### src/rtl/sram_burst_master_if.sv
// Command, write-beat and read-beat channels between a burst initiator
// (master) and sram_burst_master (slave).
interface sram_burst_master_if #(
    parameter int ADDR_WIDTH = 10,
    parameter int WIDTH      = 64,
    parameter int LEN_WIDTH  = 8
);
    logic                  cmd_valid;
    logic                  cmd_ready;
    logic                  cmd_write;
    logic [ADDR_WIDTH-1:0] cmd_addr;
    logic [LEN_WIDTH-1:0]  cmd_len;

    logic                  wr_valid;
    logic                  wr_ready;
    logic [WIDTH-1:0]      wr_data;

    logic                  rd_valid;
    logic                  rd_ready;
    logic [WIDTH-1:0]      rd_data;

    modport master (
        output cmd_valid, cmd_write, cmd_addr, cmd_len, wr_valid, wr_data, rd_ready,
        input  cmd_ready, wr_ready, rd_valid, rd_data
    );

    modport slave (
        input  cmd_valid, cmd_write, cmd_addr, cmd_len, wr_valid, wr_data, rd_ready,
        output cmd_ready, wr_ready, rd_valid, rd_data
    );
endinterface

### src/rtl/sram_burst_master.sv
// Turns burst read/write commands into single-beat SRAM bank accesses; read
// beats return through a 4-entry FIFO that absorbs the bank's 1-cycle latency.
module sram_burst_master #(
    parameter int ADDR_WIDTH = 10,
    parameter int WIDTH      = 64,
    parameter int LEN_WIDTH  = 8
) (
    input  logic                  clk,
    input  logic                  rst,
    sram_burst_master_if.slave    bus,
    output logic                  busy,
    output logic                  done,
    output logic                  sram_enable,
    output logic                  sram_write_en,
    output logic [ADDR_WIDTH-1:0] sram_addr,
    output logic [WIDTH-1:0]      sram_wdata,
    input  logic [WIDTH-1:0]      sram_rdata
);
    typedef enum logic [1:0] {IDLE, WRITE, READ, DRAIN} state_t;

    state_t                state;
    state_t                state_next;
    logic [ADDR_WIDTH-1:0] cur_addr;
    logic [LEN_WIDTH-1:0]  len_q;
    logic [LEN_WIDTH-1:0]  beat_cnt;
    logic [LEN_WIDTH-1:0]  pop_cnt;
    logic [1:0]            inflight;
    logic [WIDTH-1:0]      fifo [4];
    logic [1:0]            wptr;
    logic [1:0]            rptr;
    logic [2:0]            count;
    logic                  done_q;
    logic                  done_next;
    logic                  accept;
    logic                  write_beat;
    logic                  issue;
    logic                  push;
    logic                  pop;
    logic                  fifo_valid;
    logic [3:0]            credit_used;

    assign fifo_valid = (count != 3'd0);
    assign pop        = fifo_valid & bus.rd_ready;
    assign push       = (inflight != 2'd0);

    // FIFO slots already spoken for: buffered beats plus reads still returning
    // from the bank, less the beat leaving this cycle.
    assign credit_used = 4'(count) + 4'(inflight) - 4'(pop);

    assign bus.rd_valid = fifo_valid;
    assign bus.rd_data  = fifo_valid ? fifo[rptr] : '0;
    assign busy         = (state != IDLE);
    assign done         = done_q;

    always_comb begin
        state_next    = state;
        done_next     = 1'b0;
        accept        = 1'b0;
        write_beat    = 1'b0;
        issue         = 1'b0;
        bus.cmd_ready = 1'b0;
        bus.wr_ready  = 1'b0;
        sram_enable   = 1'b0;
        sram_write_en = 1'b0;
        sram_addr     = '0;
        sram_wdata    = '0;
        unique case (state)
            IDLE: begin
                bus.cmd_ready = 1'b1;
                if (bus.cmd_valid) begin
                    accept     = 1'b1;
                    state_next = bus.cmd_write ? WRITE : READ;
                end
            end
            WRITE: begin
                bus.wr_ready = 1'b1;
                if (bus.wr_valid) begin
                    write_beat    = 1'b1;
                    sram_enable   = 1'b1;
                    sram_write_en = 1'b1;
                    sram_addr     = cur_addr;
                    sram_wdata    = bus.wr_data;
                    if (beat_cnt == len_q) begin
                        state_next = IDLE;
                        done_next  = 1'b1;
                    end
                end
            end
            READ: begin
                if (credit_used < 4'd4) begin
                    issue       = 1'b1;
                    sram_enable = 1'b1;
                    sram_addr   = cur_addr;
                    if (beat_cnt == len_q) begin
                        state_next = DRAIN;
                    end
                end
            end
            DRAIN: begin
                if (pop && (pop_cnt == len_q)) begin
                    state_next = IDLE;
                    done_next  = 1'b1;
                end
            end
        endcase
    end

    always_ff @(posedge clk) begin
        if (rst) begin
            state    <= IDLE;
            done_q   <= 1'b0;
            cur_addr <= '0;
            len_q    <= '0;
            beat_cnt <= '0;
            pop_cnt  <= '0;
            inflight <= 2'd0;
            wptr     <= 2'd0;
            rptr     <= 2'd0;
            count    <= 3'd0;
        end else begin
            state  <= state_next;
            done_q <= done_next;
            if (accept) begin
                cur_addr <= bus.cmd_addr;
                len_q    <= bus.cmd_len;
                beat_cnt <= '0;
            end else if (write_beat || issue) begin
                cur_addr <= cur_addr + ADDR_WIDTH'(1);
                beat_cnt <= beat_cnt + LEN_WIDTH'(1);
            end
            if (accept) begin
                pop_cnt <= '0;
            end else if (pop) begin
                pop_cnt <= pop_cnt + LEN_WIDTH'(1);
            end
            inflight <= inflight + 2'(issue) - 2'(push);
            if (push) begin
                wptr <= wptr + 2'd1;
            end
            if (pop) begin
                rptr <= rptr + 2'd1;
            end
            count <= count + 3'(push) - 3'(pop);
        end
    end

    // Storage needs no reset: a flushed FIFO never presents its stale contents.
    always_ff @(posedge clk) begin
        if (push) begin
            fifo[wptr] <= sram_rdata;
        end
    end
endmodule

### src/flat_wrapper.sv
// flat-port wrapper written by rule: the top's interface ports become plain ports
module sram_burst_master_flat 
#(
    parameter int ADDR_WIDTH = 10,
    parameter int WIDTH      = 64,
    parameter int LEN_WIDTH  = 8
)
  (clk, rst, busy, done, sram_enable, sram_write_en, sram_addr, sram_wdata, sram_rdata, bus_cmd_valid, bus_cmd_write, bus_cmd_addr, bus_cmd_len, bus_wr_valid, bus_wr_data, bus_rd_ready, bus_cmd_ready, bus_wr_ready, bus_rd_valid, bus_rd_data);
  sram_burst_master_if #(.ADDR_WIDTH(ADDR_WIDTH), .WIDTH(WIDTH), .LEN_WIDTH(LEN_WIDTH)) bus_i ();
  input  logic clk;
  input  logic rst;
  output logic busy;
  output logic done;
  output logic sram_enable;
  output logic sram_write_en;
  output logic [ADDR_WIDTH-1:0] sram_addr;
  output logic [WIDTH-1:0] sram_wdata;
  input  logic [WIDTH-1:0] sram_rdata;
  input wire logic [$bits(bus_i.cmd_valid)-1:0] bus_cmd_valid;
  input wire logic [$bits(bus_i.cmd_write)-1:0] bus_cmd_write;
  input wire logic [$bits(bus_i.cmd_addr)-1:0] bus_cmd_addr;
  input wire logic [$bits(bus_i.cmd_len)-1:0] bus_cmd_len;
  input wire logic [$bits(bus_i.wr_valid)-1:0] bus_wr_valid;
  input wire logic [$bits(bus_i.wr_data)-1:0] bus_wr_data;
  input wire logic [$bits(bus_i.rd_ready)-1:0] bus_rd_ready;
  output wire logic [$bits(bus_i.cmd_ready)-1:0] bus_cmd_ready;
  output wire logic [$bits(bus_i.wr_ready)-1:0] bus_wr_ready;
  output wire logic [$bits(bus_i.rd_valid)-1:0] bus_rd_valid;
  output wire logic [$bits(bus_i.rd_data)-1:0] bus_rd_data;
  assign bus_i.cmd_valid = bus_cmd_valid;
  assign bus_i.cmd_write = bus_cmd_write;
  assign bus_i.cmd_addr = bus_cmd_addr;
  assign bus_i.cmd_len = bus_cmd_len;
  assign bus_i.wr_valid = bus_wr_valid;
  assign bus_i.wr_data = bus_wr_data;
  assign bus_i.rd_ready = bus_rd_ready;
  assign bus_cmd_ready = bus_i.cmd_ready;
  assign bus_wr_ready = bus_i.wr_ready;
  assign bus_rd_valid = bus_i.rd_valid;
  assign bus_rd_data = bus_i.rd_data;
  sram_burst_master #(.ADDR_WIDTH(ADDR_WIDTH), .WIDTH(WIDTH), .LEN_WIDTH(LEN_WIDTH)) u_core (.clk(clk), .rst(rst), .bus(bus_i), .busy(busy), .done(done), .sram_enable(sram_enable), .sram_write_en(sram_write_en), .sram_addr(sram_addr), .sram_wdata(sram_wdata), .sram_rdata(sram_rdata));
endmodule
### config.mk
export PLATFORM = sky130hd
export DESIGN_NAME = sram_burst_master_flat
export DESIGN_NICKNAME = d
export VERILOG_FILES = /design/src/rtl/sram_burst_master_if.sv /design/src/rtl/sram_burst_master.sv /design/src/flat_wrapper.sv
export SDC_FILE = /design/constraint.sdc
export NUM_CORES = 1
export LEC_CHECK = 0
export BUFFER_PORTS_ARGS = -buffer_cell sky130_fd_sc_hd__buf_2
export CORE_UTILIZATION = 39
export DETAILED_ROUTE_END_ITERATION = 7
export HOLD_SLACK_MARGIN = 0.06
export PLACE_DENSITY_LB_ADDON = 0.2
export SLEW_MARGIN = 20
export SYNTH_ARGS = -nofsm -noshare
export SYNTH_HDL_FRONTEND = slang
export SYNTH_SLANG_ARGS = --single-unit
### constraint.sdc
create_clock -name clk -period 4.22 [get_ports clk]
set_input_delay 0.211 -clock clk [delete_from_list [all_inputs] [get_ports clk]]
set_output_delay 0.211 -clock clk [all_outputs]
set_load 0.005 [all_outputs]
---- Yosys cells after proc, flatten, opt, wreduce, memory -nomap -nowiden ----
Memories as Yosys holds them, arrays and structs flattened. A register that Yosys moved wholly into a read port is not among the register bits.
Index checks and enable logic that the tools add are counted.
W data, S select, Z words.
word-level totals
  flip-flop bits (word level) ............. 46
  bits in latches ......................... 0
  RAM bits ................................ 256
  bits in read-only memories .............. 0
  input bits .............................. 152
  output and inout port bits .............. 145
  memories kept ........................... 1
memory list
  memory       words  bits a word  rd ports  clocked after Yosys merged registers in  write ports  line                     text
  u_core.fifo  4      64           1         1                                        1            sram_burst_master.sv:28  logic [WIDTH-1:0] fifo [4];
operators by class
  add/subtract/negate cells ............... 11
  $mul .................................... 0
  divide/modulo/power cells ............... 0
  order comparisons ....................... 1
  eq/ne operators ......................... 11
  shifts and indexed selects .............. 0
  mux-type cells .......................... 33
  bitwise logic cells ..................... 1
  reductions and logical operators ........ 9
operator list
  operator                 count
  $mux W64                 3
  $mux W10                 4
  $pmux W10 S2             1
  $mux W2                  9
  $add A8 B1 Y8 const B    2
  $eq A8 B8 Y1             2
  $mux W1                  13
  $add A10 B1 Y10 const B  1
  $ne A2 B1 Y1 const B     4
  $pmux W2 S4              1
  $reduce_and A6 Y1        1
  $reduce_bool A2 Y1       3
  $add A2 B1 Y2 const B    2
  $add A3 B2 Y4            1
  $eq A2 B2 Y1 const B     2
  $lt A4 B3 Y1 const B     1
  $ne A2 B2 Y1 const B     2
  $pmux W1 S2              2
  $sub A4 B1 Y4            1
  $add A3 B1 Y3            1
  $reduce_bool A3 Y1       1
  $sub A3 B1 Y3            1
  $add A2 B1 Y2            1
  $eq A2 B1 Y1 const B     1
  6 further kinds          6

---- Depth between registers and ports, before layout ----
Gate-level depths: netlist of the first run.
  word-level depth ........................ 9
  gate-level depth with buffers ........... 14
  depth with buffers taken out ............ 11

---- Worst setup path before layout of the first run ----
Ideal clock, no wire load.
  path type ............................... register to register
  start point ............................. register u_core.wptr[0]
  end point ............................... memory u_core.fifo[2][0] (enable)
  setup time .............................. 0.494 ns
  arrival ................................. 3.411 ns
  setup slack ............................. 0.315 ns
  cell stages (with the launch flop) ...... 4
  buffers on the path ..................... 0
  clock period less this slack ............ 3.905 ns
  path through ............................ dfxtp_1 inv_1 ha_1 nor2b_1
RTL lines
  item                      line                      text
  start: declaration        sram_burst_master.sv:29   logic [1:0] wptr;
  start signal: assignment  sram_burst_master.sv:138  wptr <= wptr + 2'd1;
  end: declaration          sram_burst_master.sv:28
No word-level cell before the write port.

---- Worst setup path after layout of the first run ----
  start point ............................. register u_core.count[2]
  end point ............................... output port sram_addr[7]
between the ends
  word-level cells in the longest chain between the ends .. 6
  elaborated cells between the ends (all ways) .. 7
ends and longest elaborated chain
  item                                                                   line                      text
  start: declaration                                                     sram_burst_master.sv:31   logic [2:0] count;
  start signal: assignment                                               sram_burst_master.sv:143  count <= count + 3'(push) - 3'(pop);
  parallel branches: the longest is 2 deep, another holds $add A3 B2 Y4  n/a
  $sub A4 B1 Y4 *                                                        sram_burst_master.sv:48   assign credit_used = 4'(count) + 4'(inflight) - 4'(pop);
  $lt A4 B3 Y1 *                                                         sram_burst_master.sv:90   if (credit_used < 4'd4) begin
  $mux W10 *                                                             sram_burst_master.sv:90
  $pmux W10 S2 *                                                         sram_burst_master.sv:67   unique case (state)
  end: declaration                                                       flat_wrapper.sv:16        output logic [ADDR_WIDTH-1:0] sram_addr;
Mark *: on every way between the ends.

==> results by group, run 1 <==
Setup path
  – Required time worst endpoint: 4.01 ns
  – Endpoint type of the worst setup path: output port
  – Critical path startpoint category: register
  – Crit-path max cell delay: slightly below 0.8 ns
  – Bufs and invs on worst path: 1
  – CP max-delay cell: or4b_1
  – CP Class: register to output port
  – Largest delay share family, worst path: simple AND/OR/NAND/NOR gates
  – WP data arrival: 3.42 ns
  – Worst Path Max Fanout: 15
  – Cell Chain, Critical Path: or3_2, and2_1, nand2b_1, ha_1, nand2_1, nor3_1, or4b_1, and3_1, buf_2

Global route
  – Largest net degree at the start of global routing: 68
  – First-pass GRT wire length: 43900 um
  – Antenna violations before repair: 1
  – Vias in the first global route: about 8100
  – GRT overflow: 0
  – Total track usage: 0.172

Final layout
  – Net count, final: between 1000 and 1500
  – Fillers: 2717
  – Syn-to-layout area delta: 30.1%
  – Final core utilization: 0.520
  – FF/Latch Area: around 8700 um^2
  – Share of layout cells above drive strength 1: 0.356
  – Multi-input gate area: 3860 um^2

Power and ir drop
  – Flop pwr share: 0.409
  – Comb power frac: 0.285
  – Switching pwr: 2.68 mW
  – Pwr dens: between 500 and 600 nW/um^2
  – Peak supply drop: approximately 0.00049 V
  – Pint: between 6 and 7 mW
  – Sw Share: 0.298
  – P_leak: ~6.6 nW
  – Clock share of power: 0.306

Hold path
  – Hold crit path type: input pin to register

Route
  – Initial DRC count: about 340
  – Post-DR vias/cell: about 5
  – DR DRC count: 0
  – Post-Route WL: ~29000 um
  – Antenna viol nets, final: 0
  – Vias: slightly above 8000
  – Drt first pass iters: 5
  – Wire per inst: 17.8 um

Logic synthesis
  – Ys Warns: 0
  – Count of cell types in the netlist: 43
  – Commonest register cell after synthesis: edfxtp_1
  – Post-Syn Area: around 13000 um^2
  – Number of synthesized register bits: 304
  – Synth top area share: 0.603
  – Synth Net Count: 970
  – Count leader, synth: edfxtp_1
  – Synthesized area per cell: between 15 and 20 um^2
  – Synthesized instance count: approximately 800
  – Share of synthesized registers carrying an async set or reset: 0
  – Most area-hungry cell type in the Yosys netlist: edfxtp_1
  – Number of synthesized flops with an enable pin: roughly 260
  – Area contributors post-synth: edfxtp_1 60%, mux4_2 11%, dfxtp_1 7.5%
  – Seq/Total Area, Yosys: 0.678
  – Synth top cells by count: 256 x edfxtp_1, 81 x and3_1, 69 x and2_1

STA
  – Final min period: 3.64 ns
  – Setup violators final: 0
  – Period Utilization, post-route: 0.862
  – RSZ-0062 raised after global routing: no
  – Least-Margin Pin Slew: 1.02 ns
  – Fmax: 0.275 GHz
  – Final Hold Fails: 0
  – Fin Clk Skew: between 0.01 and 0.015 ns
  – Setup_tns: 0 ns
  – Final Slew Violations: 0
  – Max-slew headroom: 0.321

Clock network
  – CTS resizes: 0
  – CTS root buf: clkbuf_16
  – Clock Path Buffers: 3
  – Skew-Pair Late Insertion Delay: about 0.50 ns
  – Reg clk slew, reported paths: 0.06 ns
  – CTS tree: yes
  – Post-CTS Setup Bufs: 0
  – Number of H-tree levels: 2
  – CTS Hold Bufs: 81
  – CTS buffer count: 34
  – CTS sink count: approximately 300

Placed design
  – Routability cong.: about 0.81
  – Post-DP HPWL: around 18000 um
  – Port Buffers: ~300

Floorplan
  – Die height: 183 um
  – IO Pins: slightly below 300
  – Core area: between 30000 and 40000 um^2
  – Die area: 33400 um^2
  – Die width: between 150 and 200 um
  – FP Rows: 65
  – Initial Util: 0.400

Status
  – Status: finished clean

Flow run
  – Max Cap Viol: 0
[worst reg2reg max path: stages (launching register included)]
cell	delay [ns]
dfxtp_1	0.39
or3_2	0.45
and2_1	0.30
nand2b_1	0.13
ha_1	0.23
nand2_1	0.15
nor3_1	0.07
or4b_1	0.79
buf_4	0.32
nand3_4	0.11
mux2i_1	0.09
a2111oi_2	0.34
[final timing paths]
check                                                 start  slack, ns  cells after the start                              end
worst max register to register   u_core.count[2]$_SDFF_PP0_       0.77                     11  u_core.cur_addr[6]$_SDFFE_PP0P_
worst min-delay path                           bus_rd_ready        0.1                      4   u_core.pop_cnt[1]$_SDFFE_PP0P_
worst min register to register  u_core.wptr[1]$_SDFFE_PP0N_       0.50                      2      u_core.wptr[1]$_SDFFE_PP0N_
worst max-delay path             u_core.count[2]$_SDFF_PP0_       0.58                      9                     sram_addr[7]
[registers in the layout, summed over array words and instances (netlist names), named ones only]
| name | flops |
|---|---|
| u_core.wptr | 2 |
| u_core.pop_cnt | 8 |
| u_core.count | 3 |
| u_core.inflight | 2 |
| u_core.done | 1 |
| u_core.len_q | 8 |
| u_core.beat_cnt | 8 |
| u_core.state | 2 |
| u_core.fifo | 256 |
| u_core.rptr | 2 |
| u_core.cur_addr | 10 |
[cells by family after synthesis]
logic type	synth area share
buffers and inverters	0.0215
and+or+nand+nor	0.116
AOI/OAI and AO/OA	0.0196
adders and majority gates	0.0173
xor gates and xnor gates	0.0289
muxes	0.118
DFF	0.678
[through the flow]
| stage | instances | power, mW | setup slack (ns) | hold WS (ns) | area (um^2) |
|---|---|---|---|---|---|
| after floorplan | 801 | 5.28 | 0.315 | 0.310 | 12700 |
| after global placement | 1492 | 6.29 | 0.842 | 0.425 | 14700 |
| after detailed placement | 1492 | 6.30 | 0.795 | 0.426 | 14700 |
| after CTS | 1634 | 9.14 | 0.547 | 0.0699 | 16600 |
| after global routing | 1634 | 9.50 | 0.359 | 0.126 | 16600 |
| final | 1635 | 8.98 | 0.584 | 0.0977 | 16600 |
[final cells by class]
cell class                      instances  area share
Sequential cell                       304       0.522
Multi-Input combinational cell        429       0.233
Timing Repair Buffer                  388       0.145
Clock buffer                           41      0.0542
Tap cell                              435      0.0328
Clock inverter                         20     0.00898
Inverter                               17     0.00385
Antenna cell                            1    0.000151
[per-layer routing]
metal	part of all wire	wire [um]	vias up	GRT usage
li1	-	-	3796	-
met1	0.40	11700	3948	0.198
met2	0.51	14800	261	0.315
met3	0.066	1900	45	0.0415
met4	0.025	713	0	0.0530
met5	0	0	-	0
[placed cells by master, fill, tap and decap left out, drive strengths merged, types with 18 or more instances in the layout]
master       instances
dlygate4sd3         81
dfxtp               48
edfxtp             256
nor2                39
and3                81
and2                69
clkbuf              41
xor2                27
nand2               33
inv                 18
mux4                64
buf                307
[power by group through the flow]
| stage | clock network (mW) | logic, mW | registers, mW |
|---|---|---|---|
| final | 2.75 | 2.56 | 3.68 |
| after global routing | 2.95 | 2.83 | 3.72 |
| after CTS | 2.83 | 2.62 | 3.69 |
| after detailed placement | 0 | 2.54 | 3.75 |
| after global placement | 0 | 2.54 | 3.75 |
| after floorplan | 0 | 1.71 | 3.57 |
(Power assumes the default switching activity.)
==> run 2: changes to the inputs <==
Settings changed: CORE_ASPECT_RATIO from default to 1.1, SKIP_CTS_REPAIR_TIMING from default to 1.
==> results by group, run 2 (synthesis gave the netlist of run 1 again) <==
Hold path
  – Worst Hold Launch: bus_rd_ready
  – Hold path depth: 4
  – Hold crit path type: input pin to register

Setup path
  – Worst Path Max Fanout: 28
  – Crit-path max cell delay: 1.00 ns
  – Reg2reg setup slack: around 0.70 ns
  – Cell Chain, Critical Path: or3_2, and2_1, nand2b_1, ha_1, nand2_1, nor3_1, or4b_1, and3_1, buf_2
  – Endpoint type of the worst setup path: output port
  – Crit path from: u_core.count[2]$_SDFF_PP0_
  – CP max-delay cell: or4b_1
  – CP Class: register to output port
  – Critical path startpoint category: register
  – Reg-to-reg startpoint: u_core.count[2]$_SDFF_PP0_
  – Required time worst endpoint: ~4.0 ns
  – Worst reg2reg path depth: 10
  – WP data arrival: 3.73 ns

STA
  – Period Utilization, post-route: 0.934
  – Fin Clk Skew: ~0.018 ns
  – Max-slew headroom: 0.322
  – Final min period: 3.94 ns
  – Setup_tns: 0 ns
  – Final Hold Fails: 0
  – Least-Margin Pin Slew: 1.02 ns
  – RSZ-0062 raised after global routing: no
  – Final Slew Violations: 0
  – Fmax: between 0.2 and 0.3 GHz
  – Setup violators final: 0

Floorplan
  – Die height: approximately 190 um
  – Die width: between 150 and 200 um
  – IO Pins: 297
  – Die area: approximately 33000 um^2
  – Core area: roughly 32000 um^2
  – Initial Util: 0.396
  – FP Rows: slightly below 70

Route
  – Post-Route WL: between 20000 and 30000 um
  – Vias: 7910
  – Wire per inst: roughly 17 um
  – Initial DRC count: ~480
  – Antenna viol nets, final: 0
  – Drt first pass iters: 4
  – Post-DR vias/cell: a little under 5
  – DR DRC count: 0

Power and ir drop
  – Pint: around 6.4 mW
  – Switching pwr: around 2.7 mW
  – Overall power: approximately 9 mW
  – Pwr dens: ~540 nW/um^2
  – Clock share of power: 0.310
  – Sw Share: 0.295
  – Comb power frac: 0.288
  – P_leak: about 6.6 nW
  – Peak supply drop: around 0.00047 V
  – Flop pwr share: 0.402

Clock network
  – CTS root buf: clkbuf_16
  – CTS sink count: between 300 and 400
  – CTS tree: yes
  – Clock Path Buffers: 3
  – Reg clk slew, reported paths: 0.05 ns
  – Skew-Pair Late Insertion Delay: ~0.5 ns
  – CTS buffer count: 34
  – Number of H-tree levels: 2

Global route
  – Largest net degree at the start of global routing: approximately 70
  – Vias in the first global route: 7432
  – GRT overflow: 0
  – Total track usage: 0.161
  – Antenna violations before repair: 2
  – First-pass GRT wire length: ~41000 um

Final layout
  – Max FFs per register: between 200 and 300
  – Share of layout cells above drive strength 1: 0.355
  – Fillers: 2726
  – Commonest non-fill, non-tap cell in the layout: buf_2
  – Net count, final: ~1300
  – Commonest cells after routing, fill and taps aside: 296 x buf_2, 256 x edfxtp_1, 82 x dlygate4sd3_1
  – Top flop regs: u_core.fifo x256, u_core.cur_addr x10
  – Largest reg by FF count: u_core.fifo
  – Syn-to-layout area delta: 30.3%
  – Post-route cell area: about 17000 um^2

Placed design
  – DP Area: 14700 um^2
  – Port Buffers: between 200 and 300
  – Post-DP HPWL: about 17000 um
  – Routability cong.: 0.763

Status
  – Status: finished clean

Flow run
  – Max Cap Viol: 0
## run 2: worst max-delay path: cells and delay by family (launching register included)
family / cells / cell delay (ns)
and+or+nand+nor: 7 / 2.49
DFF: 1 / 0.40
adders and majority gates: 1 / 0.22
buffers and inverters: 1 / 0.12
## run 2: stage by stage
stage / hold WS [ns] / std cells / setup slack [ns] / utilization
global route: 0.125 / 1626 / 0.0696 / 0.516
floorplan: 0.310 / 801 / 0.315 / -
detailed placement: 0.429 / 1481 / 0.704 / 0.457
finish: 0.107 / 1627 / 0.279 / 0.516
global placement: 0.426 / 1481 / 0.776 / 0.457
CTS: -0.106 / 1543 / 0.274 / 0.490
## run 2: power groups by stage
stage / registers (mW) / logic, mW / clock network [mW]
after floorplan: 3.57 / 1.71 / 0
after global placement: 3.69 / 2.59 / 0
after detailed placement: 3.70 / 2.59 / 0
after CTS: 3.64 / 2.61 / 2.87
after global routing: 3.66 / 2.90 / 2.99
final: 3.63 / 2.60 / 2.80
## run 2: final timing paths
path / to
worst min-delay path: u_core.pop_cnt[1]$_SDFFE_PP0P_
worst max register to register: u_core.cur_addr[6]$_SDFFE_PP0P_
worst min register to register: u_core.wptr[1]$_SDFFE_PP0N_
worst max-delay path: sram_addr[2]
## run 2: final cells by class
type / instances / area [um^2] / area share
sequential: 304 / 8650 / 0.521
multi-input combinational: 429 / 3860 / 0.232
timing repair buffer: 387 / 2430 / 0.146
clock buffer: 41 / 898 / 0.0541
tap: 426 / 533 / 0.0321
clock inverter: 21 / 173 / 0.0104
inverter: 17 / 63.8 / 0.00384
antenna: 2 / 5.00 / 0.000301
## run 2: per-layer routing
| layer | GRT usage | routed length [um] | vias up |
|---|---|---|---|
| li1 | - | - | 3800 |
| met3 | 0.0493 | 1910 | 42 |
| met4 | 0.0432 | 559 | 0 |
| met5 | 0 | 0 | - |
| met2 | 0.277 | 13900 | 243 |
| met1 | 0.197 | 11700 | 3825 |
